<file path="src/rtl/alu_stage_pkg.sv">
// alu_stage_pkg: condition codes, flag bit positions, result entry layout and condition evaluation.
package alu_stage_pkg;
    localparam logic [2:0] COND_EQ     = 3'd0;
    localparam logic [2:0] COND_NE     = 3'd1;
    localparam logic [2:0] COND_LT     = 3'd2;
    localparam logic [2:0] COND_GE     = 3'd3;
    localparam logic [2:0] COND_LTU    = 3'd4;
    localparam logic [2:0] COND_GEU    = 3'd5;
    localparam logic [2:0] COND_ALWAYS = 3'd6;
    localparam logic [2:0] COND_SLT    = 3'd7;
    localparam int FLAG_OF = 3;
    localparam int FLAG_SF = 2;
    localparam int FLAG_ZF = 1;
    localparam int FLAG_CF = 0;
    localparam int ENTRY_RESULT_W = 32;
    localparam int ENTRY_RD_W     = 5;
    typedef struct packed {
        logic [ENTRY_RESULT_W-1:0] result;
        logic                      taken;
        logic [ENTRY_RD_W-1:0]     rd;
    } entry_t;
    // SLT produces a value, not a branch decision, so it never reports taken
    function automatic logic cond_taken(input logic [2:0] cond, input logic [3:0] flags);
        logic lt;
        lt = flags[FLAG_SF] ^ flags[FLAG_OF];
        return cond == COND_EQ     ?  flags[FLAG_ZF] :
               cond == COND_NE     ? !flags[FLAG_ZF] :
               cond == COND_LT     ?  lt :
               cond == COND_GE     ? !lt :
               cond == COND_LTU    ?  flags[FLAG_CF] :
               cond == COND_GEU    ? !flags[FLAG_CF] :
               cond == COND_ALWAYS;
    endfunction
endpackage

</file>
<file path="src/rtl/alu_result_stage_skid_buf.sv">
// skid_buf: 2-entry valid/ready buffer (main + skid) with registered in_ready.
module skid_buf #(
    parameter int PW = 38
) (
    input  logic          clk,
    input  logic          rst_n,
    input  logic          in_valid_i,
    output logic          in_ready_o,
    input  logic [PW-1:0] in_data_i,
    output logic          out_valid_o,
    input  logic          out_ready_i,
    output logic [PW-1:0] out_data_o
);
    localparam logic [1:0] EMPTY = 2'd0;
    localparam logic [1:0] ONE   = 2'd1;
    localparam logic [1:0] FULL  = 2'd2;
    logic [1:0]    state_q, state_d;
    logic [PW-1:0] main_q, main_d, skid_q, skid_d;
    logic          in_ready_q, in_xfer, out_xfer;
    assign in_ready_o  = in_ready_q;
    assign out_valid_o = state_q != EMPTY;
    assign out_data_o  = main_q;
    assign in_xfer     = in_valid_i & in_ready_q;
    assign out_xfer    = out_valid_o & out_ready_i;
    always_comb begin
        state_d = state_q;
        main_d  = main_q;
        skid_d  = skid_q;
        case (state_q)
            EMPTY: if (in_xfer) begin
                state_d = ONE;
                main_d  = in_data_i;
            end
            ONE: if (in_xfer && out_xfer) begin
                main_d = in_data_i;
            end else if (in_xfer) begin
                state_d = FULL;
                skid_d  = in_data_i;
            end else if (out_xfer) begin
                state_d = EMPTY;
            end
            FULL: if (out_xfer) begin
                state_d = ONE;
                main_d  = skid_q;
            end
            default: state_d = EMPTY;
        endcase
    end
    // in_ready is the registered complement of "skid occupied", so it never sees out_ready
    always_ff @(posedge clk or negedge rst_n) begin
        if (!rst_n) begin
            state_q    <= EMPTY;
            main_q     <= '0;
            skid_q     <= '0;
            in_ready_q <= 1'b1;
        end else begin
            state_q    <= state_d;
            main_q     <= main_d;
            skid_q     <= skid_d;
            in_ready_q <= state_d != FULL;
        end
    end
endmodule

</file>
<file path="src/rtl/alu_result_stage.sv">
// alu_result_stage: condition evaluation, flag register and 2-entry skid buffer after the adder.
// Define ALU_RESULT_STAGE_STICKY_OF_EN to build the sticky-overflow register.
module alu_result_stage
    import alu_stage_pkg::*;
#(
    parameter int W    = 32,
    parameter int RD_W = 5
) (
    input  logic            clk,
    input  logic            rst_n,
    input  logic            in_valid,
    output logic            in_ready,
    input  logic [W-1:0]    in_f,
    input  logic [3:0]      in_flags,
    input  logic [2:0]      in_cond,
    input  logic            in_setf,
    input  logic [RD_W-1:0] in_rd,
    output logic            out_valid,
    input  logic            out_ready,
    output logic [W-1:0]    out_result,
    output logic            out_taken,
    output logic [RD_W-1:0] out_rd,
    output logic [3:0]      flags_q,
    input  logic            clr_sticky,
    output logic            sticky_of
);
    localparam int PW = W + 1 + RD_W;
    logic          lt, taken, in_xfer;
    logic [W-1:0]  result;
    logic [PW-1:0] out_data;
    logic [3:0]    flags_d;
    assign lt      = in_flags[FLAG_SF] ^ in_flags[FLAG_OF];
    assign taken   = cond_taken(in_cond, in_flags);
    assign result  = in_cond == COND_SLT ? {{(W-1){1'b0}}, lt} : in_f;
    assign in_xfer = in_valid & in_ready;
    assign flags_d = in_xfer & in_setf ? in_flags : flags_q;
    skid_buf #(.PW(PW)) u_buf (
        .clk         (clk),
        .rst_n       (rst_n),
        .in_valid_i  (in_valid),
        .in_ready_o  (in_ready),
        .in_data_i   ({result, taken, in_rd}),
        .out_valid_o (out_valid),
        .out_ready_i (out_ready),
        .out_data_o  (out_data)
    );
    assign {out_result, out_taken, out_rd} = out_data;
    // flags follow acceptance, not delivery, so a stalled output does not delay them
    always_ff @(posedge clk or negedge rst_n) begin
        if (!rst_n) flags_q <= '0;
        else        flags_q <= flags_d;
    end
`ifdef ALU_RESULT_STAGE_STICKY_OF_EN
    logic sticky_q, sticky_d;
    assign sticky_d  = in_xfer & in_setf & in_flags[FLAG_OF] ? 1'b1 : clr_sticky ? 1'b0 : sticky_q;
    assign sticky_of = sticky_q;
    always_ff @(posedge clk or negedge rst_n) begin
        if (!rst_n) sticky_q <= 1'b0;
        else        sticky_q <= sticky_d;
    end
`else
    logic unused_clr_sticky;
    assign unused_clr_sticky = clr_sticky;
    assign sticky_of = 1'b0;
`endif
endmodule

</file>
<file path="config.mk">
export PLATFORM = sky130hd
export DESIGN_NAME = alu_result_stage
export DESIGN_NICKNAME = d
export VERILOG_FILES = /design/src/rtl/alu_stage_pkg.sv /design/src/rtl/alu_result_stage_skid_buf.sv /design/src/rtl/alu_result_stage.sv
export SDC_FILE = /design/constraint.sdc
export NUM_CORES = 1
export LEC_CHECK = 0
export CAP_MARGIN = 20
export CORE_AREA = 2 2 92 94
export DETAILED_ROUTE_END_ITERATION = 10
export DIE_AREA = 0 0 94 96
export GPL_TIMING_DRIVEN = 0
export PLACE_DENSITY = 0.77
export REMOVE_ABC_BUFFERS = 1
export SLEW_MARGIN = 0
export SYNTH_ARGS = -nofsm -noshare
export SYNTH_HDL_FRONTEND = slang
export SYNTH_HIERARCHICAL = 1
export SYNTH_SLANG_ARGS = --single-unit
</file>
<file path="constraint.sdc">
create_clock -name clk -period 1.8 [get_ports clk]
set_clock_uncertainty 0.1 [all_clocks]
set_input_delay 0.54 -clock clk [delete_from_list [all_inputs] [get_ports clk]]
set_output_delay 0.54 -clock clk [all_outputs]
set_load 0.03 [all_outputs]
</file>
After elaboration in Yosys (flattened, before gate mapping)
Cells that the tools add are included.
Word-level totals
  bits in read-only memories: 0
  memories: 0
  latch bits: 0
  register bits: 83
  input bits: 50
  memory bits (writable): 0
Cells by class
  multipliers: 0
  $lt $le $gt $ge: 0
  reduce and logical (&&, ||, !) cells: 10
  shift operators: 0
  add/sub/neg operators: 0
  equal/unequal tests: 13
  divide/modulo/power cells: 0
  multiplexer cells: 17
  bitwise operators: 5
Operators by type and width (number)
  $mux W38: 3
  $pmux W38 S3: 1
  $mux W32: 1
  $eq A3 B3 Y1 const B: 4
  $mux W2: 5
  $eq A3 B2 Y1 const B: 2
  $mux W1: 6
  $pmux W2 S3: 1
  $ne A2 B1 Y1 const B: 2
  $ne A2 B2 Y1 const B: 2
  $reduce_and A4 Y1: 1
  $and A1 B1 Y1: 3
  $eq A3 B1 Y1 const B: 1
  $logic_not A1 Y1: 3
  $logic_not A3 Y1: 1
  $reduce_and A3 Y1: 1
  $reduce_bool A3 Y1: 1
  $eq A2 B1 Y1 const B: 1
  $eq A2 B2 Y1 const B: 1
  $logic_not A2 Y1: 1
  $reduce_bool A2 Y1: 1
  $logic_and A1 B1 Y1: 1
  $not A1 Y1: 1
  $xor A1 B1 Y1: 1

Logic depth before layout (Yosys ltp)
  depth in word-level cells: 9
  gate-level depth with buffers: 6
  mapped depth without buffers: 5

Cells and area by module
Netlist, hierarchy kept.
By module, submodules not included
  skid_buf: times used 1, cells an instance 228, area each 3360.7 um^2
  alu_result_stage: times used 1, cells an instance 53, area each 439.2 um^2

Worst setup path before layout
OpenSTA, ideal clock, no wires.
  path kind: input-to-reg
  start: input port in_cond[2]
  end: register u_buf.main_q[5] (netlist: u_buf/out_data_o[5])
  stages on the path: 5
  path slack: 0.058 ns
  data required time: 1.581 ns
  buffers on the path: 0
  library setup time: 0.119 ns
  data arrival time: 1.523 ns
  cells stage by stage: mux2_4 -> a2bb2oi_2 -> xor2_1 -> o32a_1 -> o21a_1
On the way
  longest elaborated chain between the ends: 9
  elaborated cells between the ends (all ways): 16
  classes of those cells: eq/ne: 6; mux: 9; reduce/logical: 1
Ends and longest elaborated chain
  start, declared: line alu_result_stage.sv:15  | input logic [2:0] in_cond,
  $eq A3 B3 Y1, on equally long branches: line alu_stage_pkg.sv:32, alu_stage_pkg.sv:31
  $mux W1: line alu_stage_pkg.sv:31  | cond == COND_GEU ? !flags[FLAG_CF] :
  $mux W1: line alu_stage_pkg.sv:30  | cond == COND_LTU ? flags[FLAG_CF] :
  $mux W1: line alu_stage_pkg.sv:29  | cond == COND_GE ? !lt :
  $mux W1: line alu_stage_pkg.sv:28  | cond == COND_LT ? lt :
  $mux W1: line alu_stage_pkg.sv:27  | cond == COND_NE ? !flags[FLAG_ZF] :
  $mux W1 *: line alu_stage_pkg.sv:26  | return cond == COND_EQ ? flags[FLAG_ZF] :
  net taken: line alu_result_stage.sv:28  | logic lt, taken, in_xfer;
  $mux W38, on equally long branches: line alu_result_stage_skid_buf.sv:34, alu_result_stage_skid_buf.sv:30
  $pmux W38 S3 *: line alu_result_stage_skid_buf.sv:29  | case (state_q)
  end signal, assigned: line alu_result_stage_skid_buf.sv:58  | main_q <= main_d;
  end, declared: line alu_result_stage_skid_buf.sv:18  | logic [PW-1:0] main_q, main_d, skid_q, skid_d;
Mark *: on every way through the listed nets, which the timed path passes. The rest lies on a longest branch. The select of a mux whose other input is x is not followed.
A chain may end at the register's enable or synchronous reset.

Final worst setup path
  start: register u_buf.state_q[0]
  end: output port out_valid
On the way
  longest elaborated chain between the ends: 1
Ends and longest elaborated chain
  start, declared: line alu_result_stage_skid_buf.sv:17  | logic [1:0] state_q, state_d;
  start signal, assigned: line alu_result_stage_skid_buf.sv:57  | state_q <= state_d;
  $reduce_bool A2 Y1: line alu_result_stage_skid_buf.sv:21  | assign out_valid_o = state_q != EMPTY;
  end, declared: line alu_result_stage.sv:18  | output logic out_valid,
Every way passes these cells.

==> qor.yml <==
status:
  status: "completed"
clocking:
  tritoncts: "built"
  cts_buffers: 9
  clockBufferDepth: 2
  cts-root-buf: "clkbuf_8"
  clkTransAtPathRegs_ns: 0.09
  clock-sinks: 83
  clock_latency_ns: 0.34
  ctsHoldBuffers: 0
  cts_max_level: 3
die:
  dieArea_um2: 9020
  die_width_um: 94
  core_um2: 8050
  rows: 33
  start_util_pct: 47.2
  ios: 95
  die-height_um: 96
setup_path:
  critPathCaptureType: "output pin"
  crit_required_ns: 1.16
  critPathMaxFanout: 2
  startpoint_type: "flop"
  cp.arrival_ns: 1.14
  criticalPathCategory: "reg2out"
drt:
  vias_per_cell: 5.69
  drt_first_pass_iters: 5
  vias: 2829
  drc: 0
  drtIter0Drc: 60
  antenna_left: 0
  drt_wl_total_um: 9670
  wl_per_cell_um: 19.4
power:
  irDropWorstVdd_mv: 0.942
  p_per_area_nw_per_um2: 1630
  leakage_uw: 0.00230
logic_synthesis:
  ys.flop_type: "dfrtp_1"
  ys_seq_elements: 83
  synth_area_per_cell_um2: 13.5
  synth_async_sr_flop_share_pct: 100
  synth_top_cells_by_count: "82 x dfrtp_1, 38 x o21a_1, 38 x o32a_1"
  synth_area_leaders: "dfrtp_1 54%, o32a_1 10%, mux2_4 8.3%"
  synth_cell_type_count: 31
  synth_xor_area_share_pct: 0.461
  synth_warnings: 6
  synth_edf_count: 0
  netlist_instances: 281
  synth.top_cell.area_share_pct: 54.0
  synth_top_family_by_area: "compound AO/OA/AOI/OAI gates"
  synthesis.area_um2: 3800
  synth-simple-area-share_pct: 7.28
  synth.area.mux_share_pct: 15.1
  synth.most_common_cell: "dfrtp_1"
  yosys.area.top_type: "dfrtp_1"
  synth_compound_area_share_pct: 18.7
  yosysSeqAreaShare_pct: 54.7
  synthAdderAreaFrac_pct: 0
place:
  gp_congestion: 0.733
  dpl_cell_area_um2: 4860
  portBuffers: 92
  post-place-ws_ns: -1.46
  dpl.hpwl_um: 5390
grt:
  antenna_found_initial: 0
  grt_pass1_vias: 2878
  grt_pass1_wl_um: 14800
  gr-total-overflow: 0
  grt.total_usage_pct: 21.6
  grt_max_degree: 49
final_layout:
  n_fill_cell: 607
  fin_area_um2: 5360
  drive_gt1_share_pct: 25.3
  antenna_cells: 0
  area_growth_syn_to_layout_pct: 41.1
  seq_area_um2: 2080
  multi_input_area_um2: 1680
  nets: 437
sta:
  drv_slew: 0
  fin_crit_ns: 1.78
  setup_tns_ns: 0
  min_period_over_period_pct: 99.1
  final_hold_viol_count: 0
  rsz0062_at_grt: "true"
  clock.fmax_ghz: 0.560
  fin_ws_ns: 0.0158
  setup_viol: 0
job:
  drv_cap: 0
hold_path:
  hp-class: "in2async"
placed cells by master (no fill, tap or decap), drive strengths merged, types with 2 or more instances in the layout:
master | netlist | routed
clkdlybuf4s15 | 0 | 10
mux2 | 43 | 43
nand3b | 2 | 2
clkinv | 0 | 3
clkbuf | 7 | 9
o21a | 38 | 38
and2 | 31 | 31
dfrtp | 82 | 82
bufinv | 0 | 3
o21ai | 2 | 3
nand3 | 2 | 3
o32a | 38 | 38
dlygate4sd2 | 0 | 39
nand2 | 3 | 4
clkdlybuf4s50 | 0 | 40
buf | 17 | 26
per-layer routing:
metal | routed length, um | GRT usage [%] | vias to the layer above
li1 | - | - | 1264
met1 | 4030 | 27.4 | 1446
met2 | 4930 | 37.0 | 97
met3 | 543 | 3.84 | 22
met4 | 161 | 8.09 | 0
met5 | 0 | 0 | -
flip-flops by register name, summed over array words and instances, names as in the netlist:
register          flops
u_buf/skid_q         38
u_buf/in_ready_o      1
flags_q               4
u_buf/out_data_o     38
u_buf/state_q         2
through the flow:
| step | util, % | hold slack (ns) | std cells | power, uW |
|---|---|---|---|---|
| floorplan | - | 0.144 | 257 | 5580 |
| global placement | 58.6 | 0.374 | 454 | 6960 |
| detailed placement | 60.4 | 0.381 | 460 | 7180 |
| CTS | 65.3 | 0.0625 | 490 | 8680 |
| global route | 66.6 | 0.0896 | 497 | 9200 |
| finish | 66.6 | 0.0644 | 497 | 8760 |
cells by family (layout without fill, tap and decap cells):
kind of cell | count (synthesis) | in the layout
AO/OA/AOI/OAI | 82 | 83
XOR/XNOR | 2 | 2
buffers and inverters | 25 | 133
flip-flops | 83 | 83
multiplexers | 44 | 44
other | 1 | 1
AND/OR/NAND/NOR | 44 | 46
path summary, 6_finish.rpt:
path                                      start              endpoint  slack, ns  cells past startpoint
max reg2reg                    u_buf/state_q[0]       u_buf/skid_q[6]       0.03                      6
max                            u_buf/state_q[0]             out_valid       0.02                      2
max in group asynchronous                 rst_n      u_buf/in_ready_o       0.88                      2
min in group clk           u_buf/out_data_o[36]  u_buf/out_data_o[36]       0.39                      1
min reg2reg                u_buf/out_data_o[36]  u_buf/out_data_o[36]       0.39                      1
min                                       rst_n      u_buf/skid_q[29]       0.06                      1
where the power goes:
group | internal (uW) | switching, uW
combinational | 1900 | 2020
clock | 919 | 664
sequential | 2750 | 494
total | 5580 | 3180
cell type report:
class | count | share of cell area, %
well taps | 105 | 2.45
repair buffers | 116 | 22.9
clock buffers | 9 | 2.31
multi-input cells | 176 | 31.4
flip-flops and latches | 83 | 38.8
clock inverters | 7 | 2.17
inverters | 1 | 0.0700
what timing repair did:
item                                    CTS  global route
endpoints found under the setup margin  120            48
gates resized for setup                  73            16
gates cloned                              4             1
pin swaps                                 5             4
buffers inserted                         10             6
critical path: stages (launching register included):
cell	delay (ns)
dfrtp_1	0.42
or2_4	0.25
buf_6	0.14
Power figures use the tool's default switching activity.
